--- config.mk ---
export PLATFORM = sky130hd
export DESIGN_NAME = melody_game_engine
export DESIGN_NICKNAME = d
export VERILOG_FILES = /design/src/rtl/melody_game_pkg.sv /design/src/rtl/melody_tick_gen.sv /design/src/rtl/melody_game_engine.sv
export SDC_FILE = /design/constraint.sdc
export NUM_CORES = 1
export LEC_CHECK = 0
export BUFFER_PORTS_ARGS = -buffer_cell sky130_fd_sc_hd__buf_2
export CAP_MARGIN = 10
export CORE_MARGIN = 1
export CORE_UTILIZATION = 52
export CTS_CLUSTER_SIZE = 8
export DETAILED_ROUTE_END_ITERATION = 7
export PLACE_DENSITY = 0.84
export SETUP_SLACK_MARGIN = 0.5
export SLEW_MARGIN = 0
export SYNTH_ARGS = -nofsm -noshare
export SYNTH_HDL_FRONTEND = slang
export SYNTH_HIERARCHICAL = 1
export SYNTH_SLANG_ARGS = --single-unit
--- constraint.sdc ---
create_clock -name clk -period 3 [get_ports clk]
set_clock_uncertainty 0.1 [all_clocks]
set_input_delay 0 -clock clk [delete_from_list [all_inputs] [get_ports clk]]
set_output_delay 0 -clock clk [all_outputs]
set_load 0.02 [all_outputs]
--- src/rtl/melody_game_pkg.sv ---
// Shared types and constants for the melody-memory game engine.
package melody_game_pkg;

  typedef enum logic [2:0] {
    ST_IDLE,
    ST_PLAY_ON,
    ST_PLAY_OFF,
    ST_WAIT_KEY,
    ST_ECHO,
    ST_DONE
  } state_t;

  localparam int SILENT = 0;

  // Tone/key codes carry one extra bit so note+1 never overflows.
  function automatic int code_w(input int note_w);
    return note_w + 1;
  endfunction

endpackage

--- src/rtl/melody_tick_gen.sv ---
// Timing tick divider: pulses every TICK_DIV clocks, restartable so a new phase starts on a full tick.
module melody_tick_gen #(
  parameter int TICK_DIV = 500000
) (
  input  logic clk,
  input  logic reset,
  input  logic restart,
  output logic tick
);

  localparam int CW = (TICK_DIV > 1) ? $clog2(TICK_DIV) : 1;

  logic [CW-1:0] cnt;

  always_ff @(posedge clk or negedge reset) begin
    if (!reset) begin
      cnt <= '0;
    end else if (restart || (cnt == CW'(TICK_DIV - 1))) begin
      cnt <= '0;
    end else begin
      cnt <= cnt + 1'b1;
    end
  end

  assign tick = (cnt == CW'(TICK_DIV - 1));

endmodule

--- src/rtl/melody_game_engine.sv ---
// Melody-memory game core: plays a growing note prefix, then checks the player's keys note by note.
// Define GAME_LIVES_EN to end the game after LIVES misses instead of replaying forever.
module melody_game_engine
  import melody_game_pkg::*;
#(
  parameter int MAX_LEN    = 8,
  parameter int NOTE_W     = 3,
  parameter int TICK_DIV   = 500000,
  parameter int ON_TICKS   = 3,
  parameter int OFF_TICKS  = 1,
  parameter int ECHO_TICKS = 2
`ifdef GAME_LIVES_EN
  , parameter int LIVES    = 3
`endif
) (
  input  logic                         clk,
  input  logic                         reset,
  input  logic [MAX_LEN*NOTE_W-1:0]    seq_data,
  input  logic                         seq_load,
  input  logic                         start,
  input  logic                         key_valid,
  input  logic [NOTE_W:0]              key_code,
  output logic [NOTE_W:0]              piezo_out,
  output logic [NOTE_W:0]              led_out,
  output logic                         miss_out,
  output logic                         game_end,
  output logic                         busy,
  output logic [$clog2(MAX_LEN+1)-1:0] level
);

  localparam int CODE_W = code_w(NOTE_W);
  localparam int LVL_W  = $clog2(MAX_LEN + 1);
  localparam int TC_W   = 8;

  state_t                    state, state_n;
  logic [MAX_LEN*NOTE_W-1:0] seq_reg;
  logic                      loaded;
  logic [LVL_W-1:0]          idx, idx_n, cur_level, level_n;
  logic [TC_W-1:0]           tick_cnt;
  logic [CODE_W-1:0]         key_reg, note_code;
  logic                      match_reg, key_match, miss_n;
  logic                      tick, restart, idle_like, last_tick;
`ifdef GAME_LIVES_EN
  localparam int MISS_W = $clog2(LIVES + 1);
  logic [MISS_W-1:0]         miss_cnt, miss_cnt_n;
`endif

  assign idle_like = (state == ST_IDLE) || (state == ST_DONE);
  assign note_code = {1'b0, seq_reg[idx*NOTE_W +: NOTE_W]} + CODE_W'(1);
  assign key_match = (key_code == note_code);
  assign restart   = (state_n != state);

  melody_tick_gen #(.TICK_DIV(TICK_DIV)) u_tick (
    .clk     (clk),
    .reset   (reset),
    .restart (restart),
    .tick    (tick)
  );

  always_comb begin
    state_n   = state;
    idx_n     = idx;
    level_n   = cur_level;
    miss_n    = 1'b0;
    last_tick = 1'b0;
`ifdef GAME_LIVES_EN
    miss_cnt_n = miss_cnt;
`endif
    case (state)
      ST_PLAY_ON:  last_tick = tick && (tick_cnt == TC_W'(ON_TICKS - 1));
      ST_PLAY_OFF: last_tick = tick && (tick_cnt == TC_W'(OFF_TICKS - 1));
      ST_ECHO:     last_tick = tick && (tick_cnt == TC_W'(ECHO_TICKS - 1));
      default:     last_tick = 1'b0;
    endcase
    case (state)
      ST_IDLE, ST_DONE: begin
        if (start && loaded) begin
          state_n = ST_PLAY_ON;
          idx_n   = '0;
          level_n = LVL_W'(1);
`ifdef GAME_LIVES_EN
          miss_cnt_n = '0;
`endif
        end
      end
      ST_PLAY_ON: if (last_tick) state_n = ST_PLAY_OFF;
      ST_PLAY_OFF: begin
        if (last_tick) begin
          if (idx == cur_level - 1'b1) begin
            state_n = ST_WAIT_KEY;
            idx_n   = '0;
          end else begin
            state_n = ST_PLAY_ON;
            idx_n   = idx + 1'b1;
          end
        end
      end
      ST_WAIT_KEY: begin
        if (key_valid) begin
          state_n = ST_ECHO;
          miss_n  = !key_match;
        end
      end
      ST_ECHO: begin
        if (last_tick) begin
          if (match_reg) begin
            if (idx != cur_level - 1'b1) begin
              state_n = ST_WAIT_KEY;
              idx_n   = idx + 1'b1;
            end else if (cur_level != LVL_W'(MAX_LEN)) begin
              state_n = ST_PLAY_ON;
              idx_n   = '0;
              level_n = cur_level + 1'b1;
            end else begin
              state_n = ST_DONE;
            end
          end else begin
`ifdef GAME_LIVES_EN
            if (miss_cnt == MISS_W'(LIVES - 1)) begin
              state_n = ST_DONE;
            end else begin
              miss_cnt_n = miss_cnt + 1'b1;
              state_n    = ST_PLAY_ON;
              idx_n      = '0;
            end
`else
            state_n = ST_PLAY_ON;
            idx_n   = '0;
`endif
          end
        end
      end
      default: state_n = ST_IDLE;
    endcase
  end

  always_ff @(posedge clk or negedge reset) begin
    if (!reset) begin
      state     <= ST_IDLE;
      loaded    <= 1'b0;
      idx       <= '0;
      cur_level <= LVL_W'(1);
      tick_cnt  <= '0;
      miss_out  <= 1'b0;
`ifdef GAME_LIVES_EN
      miss_cnt  <= '0;
`endif
    end else begin
      state     <= state_n;
      idx       <= idx_n;
      cur_level <= level_n;
      miss_out  <= miss_n;
      tick_cnt  <= restart ? '0 : (tick ? tick_cnt + 1'b1 : tick_cnt);
      if (seq_load && idle_like) loaded <= 1'b1;
`ifdef GAME_LIVES_EN
      miss_cnt  <= miss_cnt_n;
`endif
    end
  end

  // Sequence and key capture registers hold data only; outputs never expose them outside their states.
  always_ff @(posedge clk) begin
    if (seq_load && idle_like) seq_reg <= seq_data;
    if ((state == ST_WAIT_KEY) && key_valid) begin
      key_reg   <= key_code;
      match_reg <= key_match;
    end
  end

  always_comb begin
    piezo_out = CODE_W'(SILENT);
    if (state == ST_PLAY_ON)  piezo_out = note_code;
    else if (state == ST_ECHO) piezo_out = key_reg;
  end

  assign led_out  = piezo_out;
  assign busy     = (state == ST_PLAY_ON) || (state == ST_PLAY_OFF);
  assign game_end = (state == ST_DONE);
  assign level    = (state == ST_IDLE) ? '0 : cur_level;

endmodule

# After elaboration in Yosys (flattened, before gate mapping)
# Cells that the tools add are included.
[op_classes]
n_addsub = 6
n_mul = 1
n_eq_ne = 20
n_shift = 1
mux = 33
n_reduce_logical = 18
[op_table]
columns = ["operator", "count"]
rows = [
  ["$mux W4", 15],
  ["$mux W3", 8],
  ["$shiftx A24 B7 Y3", 1],
  ["$add A19 B1 Y19 const B", 1],
  ["$eq A19 B19 Y1 const B", 1],
  ["$mux W19", 1],
  ["$mux W8", 2],
  ["$pmux W3 S5", 1],
  ["$ne A2 B2 Y1 const B", 6],
  ["$pmux W4 S3", 1],
  ["$add A4 B1 Y4 const B", 2],
  ["$add A8 B1 Y8 const B", 1],
  ["$eq A4 B4 Y1", 2],
  ["$eq A8 B1 Y1 const B", 1],
  ["$eq A8 B2 Y1 const B", 1],
  ["$logic_not A8 Y1", 1],
  ["$ne A4 B4 Y1 const B", 2],
  ["$pmux W4 S2", 1],
  ["$eq A3 B2 Y1 const B", 2],
  ["$eq A3 B3 Y1 const B", 2],
  ["$logic_and A1 B1 Y1", 6],
  ["$mul A4 B2 Y6 const B", 1],
  ["$reduce_and A6 Y1", 1],
  ["$reduce_and A5 Y1", 1],
  ["other kinds (14)", 18],
]
[totals]
ff_bits = 69
inputBits = 33
out_inout_bits = 15

# Longest topological paths before layout
[logic_depth]
ltp_word = 9
ltp_mapped = 12

# Hierarchy
# Netlist, hierarchy kept.
[modules_own_cells]
columns = ["mod", "instances", "cells_per_inst", "area_each_um2", "seq_area_each_um2"]
rows = [
  ["melody_game_engine", 1, 260, 2837.7, 1397.6],
  ["melody_tick_gen", 1, 102, 979.7, 475.5],
]

# Worst setup path before layout
# OpenSTA, ideal clock, no wires.
[synth_path]
path_kind = "reg-to-reg"
start = "register u_tick.cnt[12]"
end = "register idx[3]"
setup_time_ns = 0.081
t_arrival_ns = 2.801
setup_slack_ns = 0.018
stages_incl_launch_ff = 10
path_buffers = 1
synth_period_minus_slack_ns = 2.982
path_cell_list = "dfrtp_1 nor4bb_1 nand2_1 nor4b_1 buf_2 nand3_1 or4_1 a211o_1 or4_4 o211ai_2"
[synth_between]
elab_chain_cells = 5
word_cells_on_any_way = 8
classes_between = "3 x eq/ne; 1 x mux; 4 x reduce/logical"
[synth_lines]
columns = ["item", "line_no", "rtl"]
rows = [
  ["start, declared", "melody_tick_gen.sv:13", "logic [CW-1:0] cnt;"],
  ["start signal, assigned", "melody_tick_gen.sv:21", "cnt <= cnt + 1'b1;"],
  ["$eq A19 B19 Y1 *", "melody_tick_gen.sv:25", "assign tick = (cnt == CW'(TICK_DIV - 1));"],
  ["named net tick", "melody_game_engine.sv:42", "logic tick, restart, idle_like, last_tick;"],
  ["$logic_and A1 B1 Y1 (on tied branches)", "melody_game_engine.sv:72, melody_game_engine.sv:70, melody_game_engine.sv:71", ""],
  ["$pmux W1 S3 *", "melody_game_engine.sv:69", "case (state)"],
  ["$ne A2 B2 Y1 (no line)", "n/a", ""],
  ["$reduce_and A5 Y1 (no line) *", "n/a", ""],
  ["end signal, assigned", "melody_game_engine.sv:150", "idx <= idx_n;"],
  ["end, declared", "melody_game_engine.sv:38", "logic [LVL_W-1:0] idx, idx_n, cur_level, level_n;"],
]
# Mark *: on every way through the listed nets, which the timed path passes. The rest lies on a longest branch.
# A chain may end at the register's enable or synchronous reset.

# Worst setup path after layout
# Ends and elaborated chain as after synthesis.

==> impl_metrics.csv <==
group,metric,value,unit
worst_setup_path,crit_slowest_cell,"or4_4",
global_route,gr-total-overflow,0,
final_layout,drive_gt1_frac,0.3026,
timing,post-route-period-util,0.9428,
timing,worstMarginPinSlew,0.8925,ns
worst_setup_path,crit_fanout,4,
yosys,async_flop_share,0.5797,
worst_setup_path,crit_path_start_kind,"flip-flop",
min_path,holdCritPathClass,"in2reg",
drt,wl_per_cell,18.06,µm
timing,slew_headroom,0.4050,
worst_setup_path,worstSetupPathType,"reg2reg",
die,die_area,7688,µm²
yosys,synth-xor-area-share,0.07833,
final_layout,antenna_cells,0,
worst_setup_path,cp_common_cell,"or4_4",
timing,rsz0062_at_grt,"yes",
timing,hold_violations,0,
yosys,yosysSeqAreaShare,0.4907,
yosys,ys_warn_count,6,
yosys,synth.avg_cell_area,10.55,µm²
final_layout,area_growth,31.79,%
drt,ant_nets,0,
worst_setup_path,endpoint_kind,"flip-flop",
yosys,synth_top_family_by_area,"simple AND/OR/NAND/NOR gates",
die,io-pin-count,48,
yosys,synthAdderAreaFrac,0.02622,
worst_setup_path,slowest_delay,0.44,ns
die,coreArea,6944,µm²
clock_tree,clock_path_buffers,2,
drt,drcViolationCount,0,
clock_tree,htree_levels,3,
yosys,synth_edf_count,29,
placed_design,dp_cells,502,
global_route,grt_pass1_vias,3162,
drt,drt_iter0_drc,286,
power,powerDensity,595.1,nW/µm²
global_route,track_usage,0.2757,
flow_run,drv_cap,0,
drt,vias_per_cell,6.014,
yosys,synth-simple-area-share,0.2265,
timing,max_freq,353.6,MHz
yosys,synth_cells,362,
yosys,synthTopCellsByCount,"nor2_1, dfrtp_1, edfxtp_1",
timing,setup_viol,0,
yosys,yosysMostFrequentCell,"nor2_1",
worst_setup_path,crit_path_cell_trace,"nor4bb_4 -> nand2_1 -> nor4b_2 -> buf_4 -> nand3_4 -> or4_4 -> a211o_4 -> or4_4 -> o211ai_2",
global_route,grt_max_degree,41,
placed_design,place_congestion,0.8727,
yosys,yosys.area.top_type_share,0.2557,
clock_tree,clock_sinks,69,
drt,vias,3380,
worst_setup_path,cp.arrival,3.01,ns
timing,drv_slew,0,
yosys,synth_nets,403,
clock_tree,clock_latency,0.35,ns
clock_tree,cts-buffers-inserted,9,
global_route,grt_pass1_wl,15610,µm
yosys,yosys-mux-area-fraction,0.03966,
placed_design,dp_hpwl,5794,µm
die,start_util,0.5497,
worst_setup_path,critPathRequiredTime,3.18,ns
final_layout,final.fill_count,423,
clock_tree,cts.clk_slew.worst_paths,0.09,ns
clock_tree,cts-root-buf,"clkbuf_8",
placed_design,numPortBuffers,47,
yosys,synth_seq_cells,69,
yosys,synth_compound_area_frac,0.1006,
yosys,synth.top_cells.by_area,"dfrtp_1, edfxtp_1, nor2_1, xnor2_1, ha_1",
yosys,yosys.cell_types.count,58,
die,dieWidth,87.68,µm
final_layout,largest_reg_flops,24,
yosys,synthFlopType,"dfrtp_1",
power,vdd_drop_max,416.5,µV
drt,drt_wl_total,10150,µm
die,die_h,87.68,µm
power,p_leak,2.042,nW
yosys,synth_area,3817,µm²
status,status,"completed",
yosys,synth_top_area_cell,"dfrtp_1",
clock_tree,cts_tree,"yes",
drt,dr.pass1.iters,5,
final_layout,finalNonFillerCells,562,
timing,min_period,2.828,ns
power,total_power,2.994,mW
die,rows,30,
final_layout,layout.nets,502,
global_route,antenna_found_initial,0,
==> power breakdown <==
part / leakage [nW] / switching, mW / internal (mW)
sequential: 0.802 / 0.124 / 1.11
clock: 0.0931 / 0.421 / 0.319
combinational: 1.15 / 0.575 / 0.449
==> layer usage <==
| layer | wire [µm] | up-vias | GRT usage |
|---|---|---|---|
| met5 | 0 | - | 0 |
| met4 | 349 | 0 | 0.1162 |
| met3 | 695 | 37 | 0.05184 |
| met2 | 5111 | 206 | 0.4680 |
| met1 | 3995 | 1623 | 0.3476 |
| li1 | - | 1514 | - |
==> final cells by class <==
class	count	area [µm²]	share of cell area
Tap cell	96	120.1	0.02387
Inverter	11	41.29	0.008207
Multi-Input combinational cell	262	2012	0.3999
Sequential cell	69	1874	0.3725
Clock buffer	9	123.9	0.02462
Clock inverter	7	62.56	0.01243
Timing Repair Buffer	108	797.0	0.1584
==> placed cells by master (no fill, tap or decap), types with 9 or more instances in the layout <==
master	count
nand4_1	9
edfxtp_1	29
dlygate4sd3_1	30
clkbuf_8	9
dfrtp_1	38
nor2_1	46
buf_4	25
inv_1	11
xnor2_1	18
nor2b_1	11
nand2_1	23
buf_2	46
nand3_1	13
nor3_1	9
xor2_1	10
==> critical path, delay by kind of cell (launching register included) <==
family	cells	cell delay, ns
AO/OA/AOI/OAI	2	0.44
flip-flops	1	0.42
buffers and inverters	1	0.17
AND/OR/NAND/NOR	6	1.65
==> path summary, 6_finish.rpt <==
kind / startpoint / to / slack [ns] / depth (start not counted)
setup / recovery: u_tick/cnt[12] / idx[3] / 0.17 / 9
hold / removal: start / cur_level[2] / 0.06 / 4
setup reg to reg: u_tick/cnt[12] / idx[3] / 0.17 / 9
hold reg to reg: u_tick/cnt[0] / u_tick/cnt[0] / 0.44 / 1
max in group asynchronous: reset / idx[2] / 1.97 / 2
min in group asynchronous: reset / cur_level[3] / 0.20 / 2
==> through the flow <==
stage	util	hold WS (ns)	setup TNS [ns]	setup WS [ns]	area [µm²]
6_report	0.7245	0.05849	0	0.1716	5031
5_1_grt	0.7245	0.1006	0	0.07848	5031
4_1_cts	0.7144	0.02774	0	0.2695	4961
3_5_place_dp	0.6077	0.07809	-0.08726	-0.04393	4220
3_3_place_gp	0.6077	0.07111	0	0.09829	4220
2_1_floorplan	-	-0.3956	0	0.2539	3847
==> cells by family after synthesis <==
| family | Yosys count |
|---|---|
| AND/OR/NAND/NOR | 158 |
| flip-flops | 69 |
| AO/OA/AOI/OAI | 54 |
| XOR/XNOR | 31 |
| buffers and inverters | 31 |
| multiplexers | 11 |
| adder cells (fa/ha/maj) | 8 |
==> repair_timing <==
item | in CTS | in global routing
endpoints found under the setup margin | 43 | 48
setup buffers | 11 | 1
resized for setup | 33 | 13
hold buffers | 30 | 0
endpoints found under the hold margin | 68 | 0
pin swaps | 12 | 2
gates cloned | 2 | 0
(Power assumes the default switching activity.)
